[config.mk]
export PLATFORM = sky130hd
export DESIGN_NAME = uart_rx_configurable
export DESIGN_NICKNAME = d
export VERILOG_FILES = /design/src/rtl/uart_rx_configurable.sv
export SDC_FILE = /design/constraint.sdc
export NUM_CORES = 1
export LEC_CHECK = 0
export ABC_CLOCK_PERIOD_IN_PS = 5200
export BUFFER_PORTS_ARGS = -buffer_cell sky130_fd_sc_hd__buf_2
export CORE_ASPECT_RATIO = 1.4
export CORE_MARGIN = 2
export CORE_UTILIZATION = 40
export DETAILED_ROUTE_END_ITERATION = 6
export GPL_TIMING_DRIVEN = 0
export PLACE_DENSITY_LB_ADDON = 0.08
export SYNTH_ARGS = -nofsm -noshare
export SYNTH_HDL_FRONTEND = slang
export SYNTH_SLANG_ARGS = --single-unit
[constraint.sdc]
create_clock -name clk_i -period 5.2 [get_ports clk_i]
set_clock_uncertainty 0.05 [all_clocks]
set_input_delay 0.78 -clock clk_i [delete_from_list [all_inputs] [get_ports clk_i]]
set_output_delay 0.78 -clock clk_i [all_outputs]
set_load 0.01 [all_outputs]
[src/rtl/uart_rx_configurable.sv]
// UART receiver with elaboration-time frame format (5-9 data bits, optional parity, 1-2 stops).
// Words are presented on a valid/ready port; framing, parity and overrun errors pulse for one cycle.
module uart_rx_configurable #(
   parameter int unsigned DATA_BITS  = 8,
   parameter int unsigned OVERSAMPLE = 16,
   parameter int unsigned PARITY     = 0,
   parameter int unsigned STOP_BITS  = 1,
   parameter int unsigned HOLD_TICKS = 4
) (
   input  logic                 clk_i,
   input  logic                 rst_ni,
   input  logic                 en_i,
   input  logic                 in_i,
   output logic                 busy_o,
   output logic                 out_valid_o,
   input  logic                 out_ready_i,
   output logic [DATA_BITS-1:0] out_o,
   output logic                 err_frame_o,
   output logic                 err_parity_o,
   output logic                 err_overrun_o
);

   localparam int unsigned CntW = $clog2(OVERSAMPLE);
   localparam int unsigned IdxW = $clog2(DATA_BITS);
   localparam int unsigned HcW  = $clog2(HOLD_TICKS + 1);

   localparam logic [CntW-1:0] HalfTick = CntW'(OVERSAMPLE / 2 - 1);
   localparam logic [CntW-1:0] LastTick = CntW'(OVERSAMPLE - 1);
   localparam logic [IdxW-1:0] LastData = IdxW'(DATA_BITS - 1);
   localparam logic [IdxW-1:0] LastStop = IdxW'(STOP_BITS - 1);
   localparam logic [HcW-1:0]  HoldMax  = HcW'(HOLD_TICKS);

   typedef enum logic [2:0] {StIdle, StStart, StData, StParity, StStop} state_e;

   state_e               state_q;
   logic                 sync1_q, sync2_q, in_s;
   logic [HcW-1:0]       high_cnt_q, high_cnt_d;
   logic [CntW-1:0]      tick_q;
   logic [IdxW-1:0]      idx_q;
   logic [DATA_BITS-1:0] shreg_q, out_q;
   logic                 par_q, ferr_q, busy_q, out_valid_q;
   logic                 err_frame_q, err_parity_q, err_overrun_q;
   logic                 tick_done, frame_bad, par_bad, handshake;

   assign in_s      = sync2_q;
   assign tick_done = (tick_q == LastTick);
   assign handshake = out_valid_q && out_ready_i;
   // Only meaningful on the last stop sample: earlier stops are folded into ferr_q.
   assign frame_bad = ferr_q | ~in_s;

   always_comb begin
      par_bad = 1'b0;
      if (PARITY != 0) begin
         par_bad = ((^shreg_q) ^ par_q) != (PARITY == 2);
      end
   end

   always_comb begin
      high_cnt_d = '0;
      if (in_s) begin
         high_cnt_d = (high_cnt_q == HoldMax) ? high_cnt_q : high_cnt_q + 1'b1;
      end
   end

   // Synchroniser and idle-high tracker run regardless of en_i so a start is accepted at once.
   always_ff @(posedge clk_i or negedge rst_ni) begin
      if (!rst_ni) begin
         sync1_q    <= 1'b1;
         sync2_q    <= 1'b1;
         high_cnt_q <= '0;
      end else begin
         sync1_q    <= in_i;
         sync2_q    <= sync1_q;
         high_cnt_q <= high_cnt_d;
      end
   end

   always_ff @(posedge clk_i or negedge rst_ni) begin
      if (!rst_ni) begin
         state_q       <= StIdle;
         tick_q        <= '0;
         idx_q         <= '0;
         shreg_q       <= '0;
         par_q         <= 1'b0;
         ferr_q        <= 1'b0;
         busy_q        <= 1'b0;
         out_valid_q   <= 1'b0;
         out_q         <= '0;
         err_frame_q   <= 1'b0;
         err_parity_q  <= 1'b0;
         err_overrun_q <= 1'b0;
      end else if (!en_i) begin
         state_q       <= StIdle;
         tick_q        <= '0;
         idx_q         <= '0;
         par_q         <= 1'b0;
         ferr_q        <= 1'b0;
         busy_q        <= 1'b0;
         out_valid_q   <= 1'b0;
         out_q         <= '0;
         err_frame_q   <= 1'b0;
         err_parity_q  <= 1'b0;
         err_overrun_q <= 1'b0;
      end else begin
         err_frame_q   <= 1'b0;
         err_parity_q  <= 1'b0;
         err_overrun_q <= 1'b0;
         if (handshake) begin
            out_valid_q <= 1'b0;
         end

         unique case (state_q)
            StIdle: begin
               if (!in_s && high_cnt_q == HoldMax) begin
                  state_q <= StStart;
                  tick_q  <= CntW'(1);
               end
            end

            StStart: begin
               if (tick_q == HalfTick) begin
                  if (in_s) begin
                     state_q <= StIdle;
                     tick_q  <= '0;
                  end else begin
                     state_q <= StData;
                     busy_q  <= 1'b1;
                     tick_q  <= '0;
                     idx_q   <= '0;
                     ferr_q  <= 1'b0;
                  end
               end else begin
                  tick_q <= tick_q + 1'b1;
               end
            end

            StData: begin
               if (tick_done) begin
                  tick_q  <= '0;
                  shreg_q <= {in_s, shreg_q[DATA_BITS-1:1]};
                  if (idx_q == LastData) begin
                     idx_q   <= '0;
                     state_q <= (PARITY != 0) ? StParity : StStop;
                  end else begin
                     idx_q <= idx_q + 1'b1;
                  end
               end else begin
                  tick_q <= tick_q + 1'b1;
               end
            end

            StParity: begin
               if (tick_done) begin
                  tick_q  <= '0;
                  par_q   <= in_s;
                  state_q <= StStop;
               end else begin
                  tick_q <= tick_q + 1'b1;
               end
            end

            StStop: begin
               if (tick_done) begin
                  tick_q <= '0;
                  if (idx_q == LastStop) begin
                     state_q <= StIdle;
                     busy_q  <= 1'b0;
                     idx_q   <= '0;
                     ferr_q  <= 1'b0;
                     if (frame_bad) begin
                        err_frame_q <= 1'b1;
                     end else if (par_bad) begin
                        err_parity_q <= 1'b1;
                     end else if (out_valid_q && !out_ready_i) begin
                        err_overrun_q <= 1'b1;
                     end else begin
                        out_q       <= shreg_q;
                        out_valid_q <= 1'b1;
                     end
                  end else begin
                     ferr_q <= ferr_q | ~in_s;
                     idx_q  <= idx_q + 1'b1;
                  end
               end else begin
                  tick_q <= tick_q + 1'b1;
               end
            end

            default: begin
               state_q <= StIdle;
            end
         endcase
      end
   end

   assign busy_o        = busy_q;
   assign out_valid_o   = out_valid_q;
   assign out_o         = out_q;
   assign err_frame_o   = err_frame_q;
   assign err_parity_o  = err_parity_q;
   assign err_overrun_o = err_overrun_q;

endmodule

# ---- After elaboration in Yosys (flattened, before gate mapping)
# Cells that the tools add are included.
dict set report totals {
  ram_bits 0
  inputBits 5
  reg_bits 36
  romBits 0
  word_cells 119
  latch_bits 0
  memories 0
}
dict set report classes {
  n_addsub 3
  muxes 61
  shifts 0
  reduce_logical 15
  div 0
  eq_ne 25
  bitwise 2
  magnitude_cmp 0
  multipliers 0
}
# operator n
set op_table {}
lappend op_table {{$mux W3} 17}
lappend op_table {{$mux W8} 6}
lappend op_table {{$mux W1} 28}
lappend op_table {{$ne A3 B3 Y1 const B} 8}
lappend op_table {{$mux W4} 4}
lappend op_table {{$pmux W3 S5} 1}
lappend op_table {{$reduce_and A5 Y1} 3}
lappend op_table {{$pmux W4 S3} 1}
lappend op_table {{$eq A3 B3 Y1 const B} 3}
lappend op_table {{$pmux W3 S3} 1}
lappend op_table {{$reduce_and A7 Y1} 1}
lappend op_table {{$add A3 B1 Y3 const B} 2}
lappend op_table {{$eq A3 B2 Y1 const B} 2}
lappend op_table {{$logic_not A3 Y1} 2}
lappend op_table {{$ne A2 B1 Y1 const B} 3}
lappend op_table {{$ne A2 B2 Y1 const B} 3}
lappend op_table {{$add A4 B1 Y4 const B} 1}
lappend op_table {{$eq A4 B3 Y1 const B} 1}
lappend op_table {{$eq A4 B4 Y1 const B} 1}
lappend op_table {{$ne A4 B1 Y1 const B} 1}
lappend op_table {{$ne A4 B2 Y1 const B} 1}
lappend op_table {{$pmux W1 S2} 2}
lappend op_table {{$reduce_and A4 Y1} 1}
lappend op_table {{$eq A3 B1 Y1 const B} 1}
lappend op_table {{other kinds (9)} 12}

# ---- Longest topological paths before layout
# Gate-level depths: netlist of run 1.
dict set report depth {
  word_depth 8
  ltp_mapped 7
  mapped_depth_nobuf 6
}

# ---- Worst setup path after synthesis of run 1
# Ideal clock, no wire load.
dict set report synth_timing {
  path_kind {in2reg}
  startpoint {input port en_i}
  endpoint {register shreg_q[0]}
  arrival_time_ns 1.811
  path_slack_ns 3.214
  required_time_ns 5.025
  path_buffers 1
  stages 4
  cell_sequence {inv_1 clkbuf_1 nor3_2 mux2_2}
}
dict set report synth_via {
  elab_chain_cells 1
}
# item line
set synth_rtl {}
lappend synth_rtl {{start: declaration} 12} ;# input logic en_i,
lappend synth_rtl {{$reduce_and A3 Y1 (no source line)} n/a}
lappend synth_rtl {{end signal: assignment} 140} ;# shreg_q <= {in_s, shreg_q[DATA_BITS-1:1]};
lappend synth_rtl {{end: declaration} 40} ;# logic [DATA_BITS-1:0] shreg_q, out_q;
# Every way passes these cells.
# A chain may end at the register's enable or synchronous reset.

# ---- Final worst setup path of run 1
dict set report layout_timing {
  startpoint {register tick_q[0]}
  endpoint {register out_q[0] (netlist: out_o[0])}
}
dict set report layout_via {
  elab_chain_cells 3
}
# item line
set layout_rtl {}
lappend layout_rtl {{start: declaration} 38} ;# logic [CntW-1:0] tick_q;
lappend layout_rtl {{start signal: assignment} 116} ;# tick_q <= CntW'(1);
lappend layout_rtl {{start signal: assignment} 133} ;# tick_q <= tick_q + 1'b1;
lappend layout_rtl {{start signal: assignment} 148} ;# tick_q <= tick_q + 1'b1;
lappend layout_rtl {{$eq A4 B4 Y1} 46} ;# assign tick_done = (tick_q == LastTick);
lappend layout_rtl {{$ne A2 B1 Y1 (no source line)} n/a}
lappend layout_rtl {{$reduce_and A5 Y1 (no source line)} n/a}
lappend layout_rtl {{end signal: assignment} 177} ;# out_q <= shreg_q;
lappend layout_rtl {{end: declaration} 40}
# Every way passes these cells.

==> results.py, run 1 <==
metrics = {
    "floorplanning": {
        "io_pins": 18,
        "die_w_um": 62.72,
        "core_um2": 4572,
        "die_area_um2": 5406,
        "rows": 29,
        "die_h_um": 86.20,
        "initial_core_util_pct": 42.23,
    },
    "clocking": {
        "tritoncts": "yes",
        "clkLatencyLatePin_ps": 290,
        "clockBufferDepth": 2,
        "hold_buffers": 0,
        "clk_pin_slew_ps": 80,
        "ctsResizeCount": 0,
        "clock-root-buffer": "clkbuf_8",
        "cts_buffers": 5,
        "cts.sinks": 36,
        "htree_levels": 2,
        "postCtsSetupBuffers": 0,
    },
    "flow_run": {
        "maxCapViolations": 0,
    },
    "timing": {
        "hold_viol": 0,
        "tns_ps": 0,
        "min_period_ps": 2213,
        "rsz0062_at_grt": "false",
        "max_freq_mhz": 451.8,
        "tightest_slew_ps": 806.5,
        "setup-violations-final": 0,
        "slew_viol_final": 0,
        "maxSlewHeadroom_pct": 46.23,
        "setup_ws_ps": 2987,
        "post-route-period-util_pct": 42.56,
    },
    "synth": {
        "ys_types": 50,
        "synth_edf_count": 0,
        "synth-seq-area-share_pct": 46.79,
        "synth-adder-area-share_pct": 3.889,
        "synth_compound_area_share_pct": 13.03,
        "postSynthAreaPerCell_um2": 10.44,
        "ys.warnings.count": 0,
        "synth_xor_xnor_area_share_pct": 1.361,
        "syn_inst": 185,
        "syn_nets": 196,
        "synthMuxAreaShare_pct": 11.28,
        "yosys.area_share.simple_pct": 18.79,
        "synth_top_family_by_area": "simple AND/OR/NAND/NOR gates",
        "synth-seq-cells": 36,
        "ys_async_sr_fraction_pct": 100.0,
        "syn-cell-area_um2": 1931,
        "synthFlopType": "dfrtp_1",
    },
    "power": {
        "power_frac_comb_pct": 6.3,
        "p_clk_share_pct": 43.0,
        "max-vdd-ir-drop_uv": 150.8,
        "swShare_pct": 23.20,
        "power.density_nw_per_um2": 260.5,
        "p_sw_mw": 0.1329,
        "power.internal_mw": 0.4400,
        "pwr-share-seq_pct": 50.6,
        "p_leak_nw": 1.003,
    },
    "setup_path": {
        "max_stage_delay_ps": 560,
        "cp_max_fo": 8,
        "cp.required_ps": 5350,
        "arrival_ps": 2370,
        "start_kind": "register",
        "critPathCaptureType": "register",
        "reg2reg_depth": 6,
        "r2r_start": "tick_q[0]",
        "path_cells": "ha_1, nand3_1, or4b_1, nor2b_1, buf_4, mux2i_1",
        "r2r_slack_ps": 2990,
        "crit_type": "reg2reg",
        "critPathSlowestCell": "or4b_1",
        "rr_endpoint": "out_o[0]",
    },
    "detailed_routing": {
        "postRouteAntennaNets": 0,
        "detail_route.wl_per_cell_um": 15.23,
        "vias": 1462,
        "met2WireLength_mm": 2.205,
        "vias_per_cell": 5.395,
        "wl_met3_um": 137,
        "drc": 0,
        "wl_met1_mm": 1.699,
        "drt_pass1_iterations": 4,
        "highest_layer": "met4",
        "drtIter0Drc": 106,
        "routed_wl_mm": 4.128,
    },
    "global_route": {
        "grt-ovfl-total": 0,
        "grt_pass1_vias": 1524,
        "antenna_found_initial": 0,
        "grt_pass1_wl_mm": 7.320,
        "grt_max_degree": 37,
        "track_usage_pct": 17.38,
    },
    "place": {
        "post-place-ws_ps": 2766,
        "io_buffer_count": 16,
        "place_hpwl_mm": 2.951,
        "place_congestion": 0.8405,
    },
    "min_path": {
        "holdPathEnd": "in_s",
        "holdCritStartpoint": "sync1_q",
        "holdPathStages": 0,
        "min_path_type": "reg2reg",
    },
    "layout": {
        "syn_to_final_growth_pct": 13.93,
        "regArea_um2": 903.4,
        "n_antenna_cell": 0,
        "nets": 219,
        "fillers": 459,
        "multi_input_area_um2": 937.1,
        "drive_gt1_share_pct": 23.44,
    },
    "run_status": {
        "status": "completed",
    },
}
[per-layer routing]
metal	vias to the layer above	global-route usage (%)
li1	703	-
met1	718	20.05
met5	-	0
met4	0	7.879
met3	9	3.636
met2	32	30.99
[how the worst max path moves through the flow]
stage | from | endpoint | slack (ps) | cells after the start
floorplan | en_i | shreg_q[0] | 3210 | 4
global placement | en_i | shreg_q[5] | 2720 | 5
detailed placement | en_i | shreg_q[0] | 2770 | 5
CTS | tick_q[0] | out_o[0] | 2990 | 6
global route | tick_q[0] | out_o[4] | 2810 | 6
finish | tick_q[0] | out_o[0] | 2990 | 6
[flip-flops by register name, indices dropped and copies added, names as in the netlist]
name / count
state_q: 3
shreg_q: 8
out_valid_o: 1
in_s: 1
sync1_q: 1
idx_q: 3
high_cnt_q: 3
tick_q: 4
out_o: 8
err_overrun_o: 1
ferr_q: 1
err_frame_o: 1
busy_o: 1
[area by class of cell]
class,count,share of cell area [%]
plain buffers,12,2.901
clock inverters,3,1.934
well taps,62,3.527
clock buffers,5,3.129
inverters,7,1.195
flip-flops and latches,36,41.07
repair buffers,16,3.640
multi-input cells,130,42.61
[cell usage after synthesis, types with 2 or more instances]
| cell type | instances | area, µm² |
|---|---|---|
| a311oi_1 | 2 | 17.52 |
| nor2b_1 | 3 | 18.77 |
| nand2_1 | 25 | 93.84 |
| o21ai_0 | 9 | 45.04 |
| nor2_1 | 6 | 22.52 |
| mux2_2 | 10 | 112.6 |
| nor3_1 | 4 | 20.02 |
| clkbuf_1 | 5 | 18.77 |
| nand2b_1 | 7 | 43.79 |
| mux2i_1 | 9 | 90.09 |
| dfrtp_1 | 34 | 850.8 |
| o211ai_1 | 2 | 15.01 |
| inv_1 | 7 | 26.28 |
| ha_1 | 6 | 75.07 |
| nand4b_1 | 2 | 17.52 |
| nand3_1 | 7 | 35.03 |
| a31oi_1 | 4 | 25.02 |
| dfstp_2 | 2 | 52.55 |
| xnor2_1 | 2 | 17.52 |
| a21oi_1 | 2 | 10.01 |
| a21o_1 | 3 | 22.52 |
| buf_2 | 3 | 15.01 |
| buf_4 | 4 | 30.03 |
[power by group through the flow]
stage | sequential (mW) | clock, mW | combinational, mW
finish | 0.290 | 0.247 | 0.0363
global route | 0.291 | 0.270 | 0.0420
CTS | 0.290 | 0.258 | 0.0372
detailed placement | 0.296 | 0 | 0.0369
global placement | 0.295 | 0 | 0.0348
floorplan | 0.294 | 0 | 0.0231
[through the flow]
stage / hold WS [ps] / instance area, µm² / util (%) / power, mW / std cells
2_1_floorplan: 295.2 / 1931 / - / 0.3172 / 185
3_3_place_gp: 296.6 / 2088 / 45.68 / 0.3298 / 263
3_5_place_dp: 301.0 / 2088 / 45.68 / 0.3325 / 263
4_1_cts: 313.1 / 2200 / 48.11 / 0.5849 / 271
5_1_grt: 316.7 / 2200 / 48.11 / 0.6035 / 271
6_report: 309.9 / 2200 / 48.11 / 0.5729 / 271
[worst max-delay path, delay by kind of cell, from the launching register on]
kind / cells / cell delay, ps
adders and majority gates: 1 / 330
muxes: 1 / 220
and+or+nand+nor: 3 / 900
DFF: 1 / 420
buffers and inverters: 1 / 200
[placed cells by master, fill, tap and decap left out, types with 2 or more instances in the layout]
cell type | netlist | layout
o21ai_0 | 9 | 9
nor2b_1 | 3 | 3
dfstp_2 | 2 | 2
buf_2 | 3 | 19
nand4b_1 | 2 | 2
o211ai_1 | 2 | 2
a21o_1 | 3 | 3
xnor2_1 | 2 | 2
mux2i_1 | 9 | 9
a31oi_1 | 4 | 4
a21oi_1 | 2 | 2
a311oi_1 | 2 | 2
mux2_2 | 10 | 10
clkbuf_8 | 0 | 5
nand2_1 | 25 | 25
ha_1 | 6 | 6
nor3_1 | 4 | 4
buf_4 | 4 | 4
nor2_1 | 6 | 6
inv_1 | 7 | 7
dfrtp_1 | 34 | 34
nand3_1 | 7 | 7
nand2b_1 | 7 | 7
clkbuf_1 | 5 | 5
[cells by family after synthesis]
family	Yosys count
adders and majority gates	6
buffers and inverters	19
muxes	20
AOI/OAI and AO/OA	33
xor gates and xnor gates	3
other	1
DFF	36
and+or+nand+nor	67
Power figures use the tool's default switching activity.
==> run 2: changes to the inputs <==
--- a/config.mk
+++ b/config.mk
@@ -5,7 +5,8 @@
 export SDC_FILE = /design/constraint.sdc
 export NUM_CORES = 1
 export LEC_CHECK = 0
-export ABC_CLOCK_PERIOD_IN_PS = 5200
+export ABC_AREA = 1
+export ABC_CLOCK_PERIOD_IN_PS = 1900
 export BUFFER_PORTS_ARGS = -buffer_cell sky130_fd_sc_hd__buf_2
 export CORE_ASPECT_RATIO = 1.4
 export CORE_MARGIN = 2
==> constraint.sdc (replaced) <==
create_clock -name clk_i -period 1.9 [get_ports clk_i]
set_clock_uncertainty 0.05 [all_clocks]
set_input_delay 0.285 -clock clk_i [delete_from_list [all_inputs] [get_ports clk_i]]
set_output_delay 0.285 -clock clk_i [all_outputs]
set_load 0.01 [all_outputs]
==> run 2 against run 1 <==
Effect of this change:
- wire length decreased by 6.3%
- largest power group unchanged
- combinational power rose to 20 times the previous value
- sequential cell count unchanged
- fmax up 27%
- non-clock buffer count fell by 9
- critical path type unchanged
- clock power increased by 110%
- critical path depth unchanged
==> results.py, run 2 <==
metrics = {
    "run_status": {
        "status": "completed",
    },
    "timing": {
        "hold_viol": 0,
        "slew_viol_final": 0,
        "tightest_slew_ps": 791.2,
        "tns_ps": 0,
        "max_freq_mhz": 572.5,
        "post-route-period-util_pct": 91.93,
        "rsz0062_at_grt": "false",
        "maxSlewHeadroom_pct": 47.25,
        "min_period_ps": 1747,
        "whs_ps": 22.61,
        "setup-violations-final": 0,
        "setup_ws_ps": 153.4,
    },
    "global_route": {
        "antenna_found_initial": 0,
        "grt_pass1_wl_mm": 6.900,
        "grt_pass1_vias": 1497,
        "track_usage_pct": 17.69,
        "grt-ovfl-total": 0,
        "grt_max_degree": 37,
    },
    "setup_path": {
        "critPathSlowestCell": "dfrtp_1",
        "cp_max_fo": 8,
        "start_kind": "register",
        "arrival_ps": 1870,
        "path_cells": "ha_1, nand3_2, nor2_1, nand2_2, nand3_1, o21ai_1",
        "cp.required_ps": 2020,
        "max_stage_delay_ps": 390,
        "worst-path-buf-inv": 0,
        "critPathCaptureType": "register",
        "critPathTopFamily": "simple AND/OR/NAND/NOR gates",
        "crit_type": "reg2reg",
    },
    "power": {
        "pwr-share-seq_pct": 43.1,
        "max-vdd-ir-drop_uv": 435.7,
        "swShare_pct": 38.58,
        "p_leak_nw": 1.073,
        "p_sw_mw": 0.8465,
        "p_clk_share_pct": 24.0,
        "power.density_nw_per_um2": 1051,
        "power_frac_comb_pct": 32.9,
        "power.internal_mw": 1.348,
    },
    "layout": {
        "final_core_util_pct": 46.41,
        "syn_to_final_growth_pct": 12.77,
        "n_antenna_cell": 0,
        "drive_gt1_share_pct": 14.51,
        "instances_no_fill": 317,
        "mostFrequentLayoutCell": "nand2_1",
        "fillers": 494,
        "nets": 265,
        "most-common-layout-cells": "55 x nand2_1, 34 x dfrtp_1, 31 x nand3_1",
    },
    "detailed_routing": {
        "drt_pass1_iterations": 4,
        "postRouteAntennaNets": 0,
        "drtIter0Drc": 116,
        "vias": 1507,
        "vias_per_cell": 4.754,
        "routed_wl_mm": 3.870,
        "detail_route.wl_per_cell_um": 12.21,
        "drc": 0,
    },
    "synth": {
        "synth_xor_xnor_area_share_pct": 1.419,
        "synth_commonest_cells": "56 x nand2_1, 34 x dfrtp_1, 31 x nand3_1, 27 x inv_1, 26 x nor2_1",
        "synth_top_area_cell": "dfrtp_1",
        "yosys-top-cells-area": "dfrtp_1 46%, nand2_1 11%, nand3_1 8.4%, inv_1 5.5%, nor2_1 5.3%",
        "synth-seq-area-share_pct": 48.78,
        "synth_top_family_by_area": "simple AND/OR/NAND/NOR gates",
        "ys_types": 25,
        "synth_compound_area_share_pct": 6.757,
        "syn-cell-area_um2": 1852,
        "synth-seq-cells": 36,
        "yosys.area_share.simple_pct": 31.96,
        "syn_inst": 232,
        "synth_most_common_cell": "nand2_1",
        "ys_async_sr_fraction_pct": 100.0,
        "synthMuxAreaShare_pct": 0,
        "synth_edf_count": 0,
        "yosysTopAreaCellShare_pct": 45.95,
        "ys.warnings.count": 0,
        "postSynthAreaPerCell_um2": 7.982,
        "synthFlopType": "dfrtp_1",
        "synth-adder-area-share_pct": 4.054,
        "syn_nets": 243,
    },
    "floorplanning": {
        "core_um2": 4499,
        "initial_core_util_pct": 41.16,
        "rows": 29,
        "io_pins": 18,
        "die_w_um": 61.51,
        "die_area_um2": 5197,
        "die_h_um": 84.51,
    },
    "place": {
        "place_congestion": 0.8465,
        "numPlacedInstances": 309,
        "place_hpwl_mm": 2.888,
        "post-place-ws_ps": 155.5,
        "io_buffer_count": 15,
    },
    "clocking": {
        "clkLatencyLatePin_ps": 290,
        "postCtsSetupBuffers": 0,
        "clk_pin_slew_ps": 70,
        "hold_buffers": 0,
        "cts_buffers": 5,
        "clockBufferDepth": 2,
        "clock-root-buffer": "clkbuf_8",
        "htree_levels": 2,
        "ctsResizeCount": 0,
        "cts.sinks": 36,
        "tritoncts": "yes",
    },
    "min_path": {
        "min_path_type": "in2async",
    },
    "flow_run": {
        "maxCapViolations": 0,
    },
}
## run 2: changes by cell type in the layout (fill, tap and decap cells not counted), moves of 5 or more
cell / before / now
nand2_1: 25 / 55
nand3_1: 7 / 31
inv_1: 7 / 27
nor2_1: 6 / 26
mux2_2: 10 / 0
mux2i_1: 9 / 0
nand2b_1: 7 / 0
a21oi_1: 2 / 7
o21ai_1: 0 / 5
## run 2: routing by layer
metal | wire, µm | vias to the layer above | GRT usage [%] | part of all wire, %
met1 | 1755 | 686 | 22.77 | 45
met3 | 115 | 7 | 3.852 | 3.0
li1 | - | 789 | - | -
met5 | 0 | - | 0 | 0
met4 | 70 | 0 | 6.770 | 1.8
met2 | 1929 | 25 | 28.33 | 50
## run 2: final cells by class
class	instances	area, µm²	share of cell area, %
Clock inverter	1	5.005	0.2397
Inverter	28	105.1	5.033
Sequential cell	36	903.4	43.26
Multi-Input combinational cell	164	824.5	39.48
Buffer	4	21.27	1.019
Clock buffer	7	76.32	3.655
Tap cell	62	77.57	3.715
Timing Repair Buffer	15	75.07	3.595
## run 2: path summary, 6_finish.rpt
check,start,to,slack (ps),cells after the start
worst max-delay path,tick_q[0],out_o[3],150,6
worst min-delay path,rst_ni,state_q[0],20,1
worst max register to register,tick_q[0],out_o[3],150,6
worst min register to register,sync1_q,in_s,310,0
max in group asynchronous,rst_ni,out_o[3],1270,1
min in group clk_i,in_i,sync1_q,40,1
## run 2: through the flow
stage,instance area (µm²),total power [mW]
final,2088,2.194
after global routing,2088,2.402
after CTS,2086,2.222
after detailed placement,2004,1.684
after global placement,2004,1.680
after floorplan,1852,1.506
## run 2: cell families (layout without fill, tap and decap cells)
logic type,count (synthesis),count (layout)
other cells,1,1
buf+inv,32,55
simple gates,129,129
fa+ha+maj,6,6
xor+xnor,3,3
flops,36,36
compound gates,25,25
## run 2: power groups by stage
| stage | clock network, mW | registers [mW] | logic (mW) |
|---|---|---|---|
| 3_3_place_gp | 0 | 0.959 | 0.721 |
| 4_1_cts | 0.550 | 0.946 | 0.726 |
| 2_1_floorplan | 0 | 0.943 | 0.563 |
| 3_5_place_dp | 0 | 0.961 | 0.723 |
| 6_report | 0.526 | 0.946 | 0.722 |
| 5_1_grt | 0.584 | 0.960 | 0.858 |
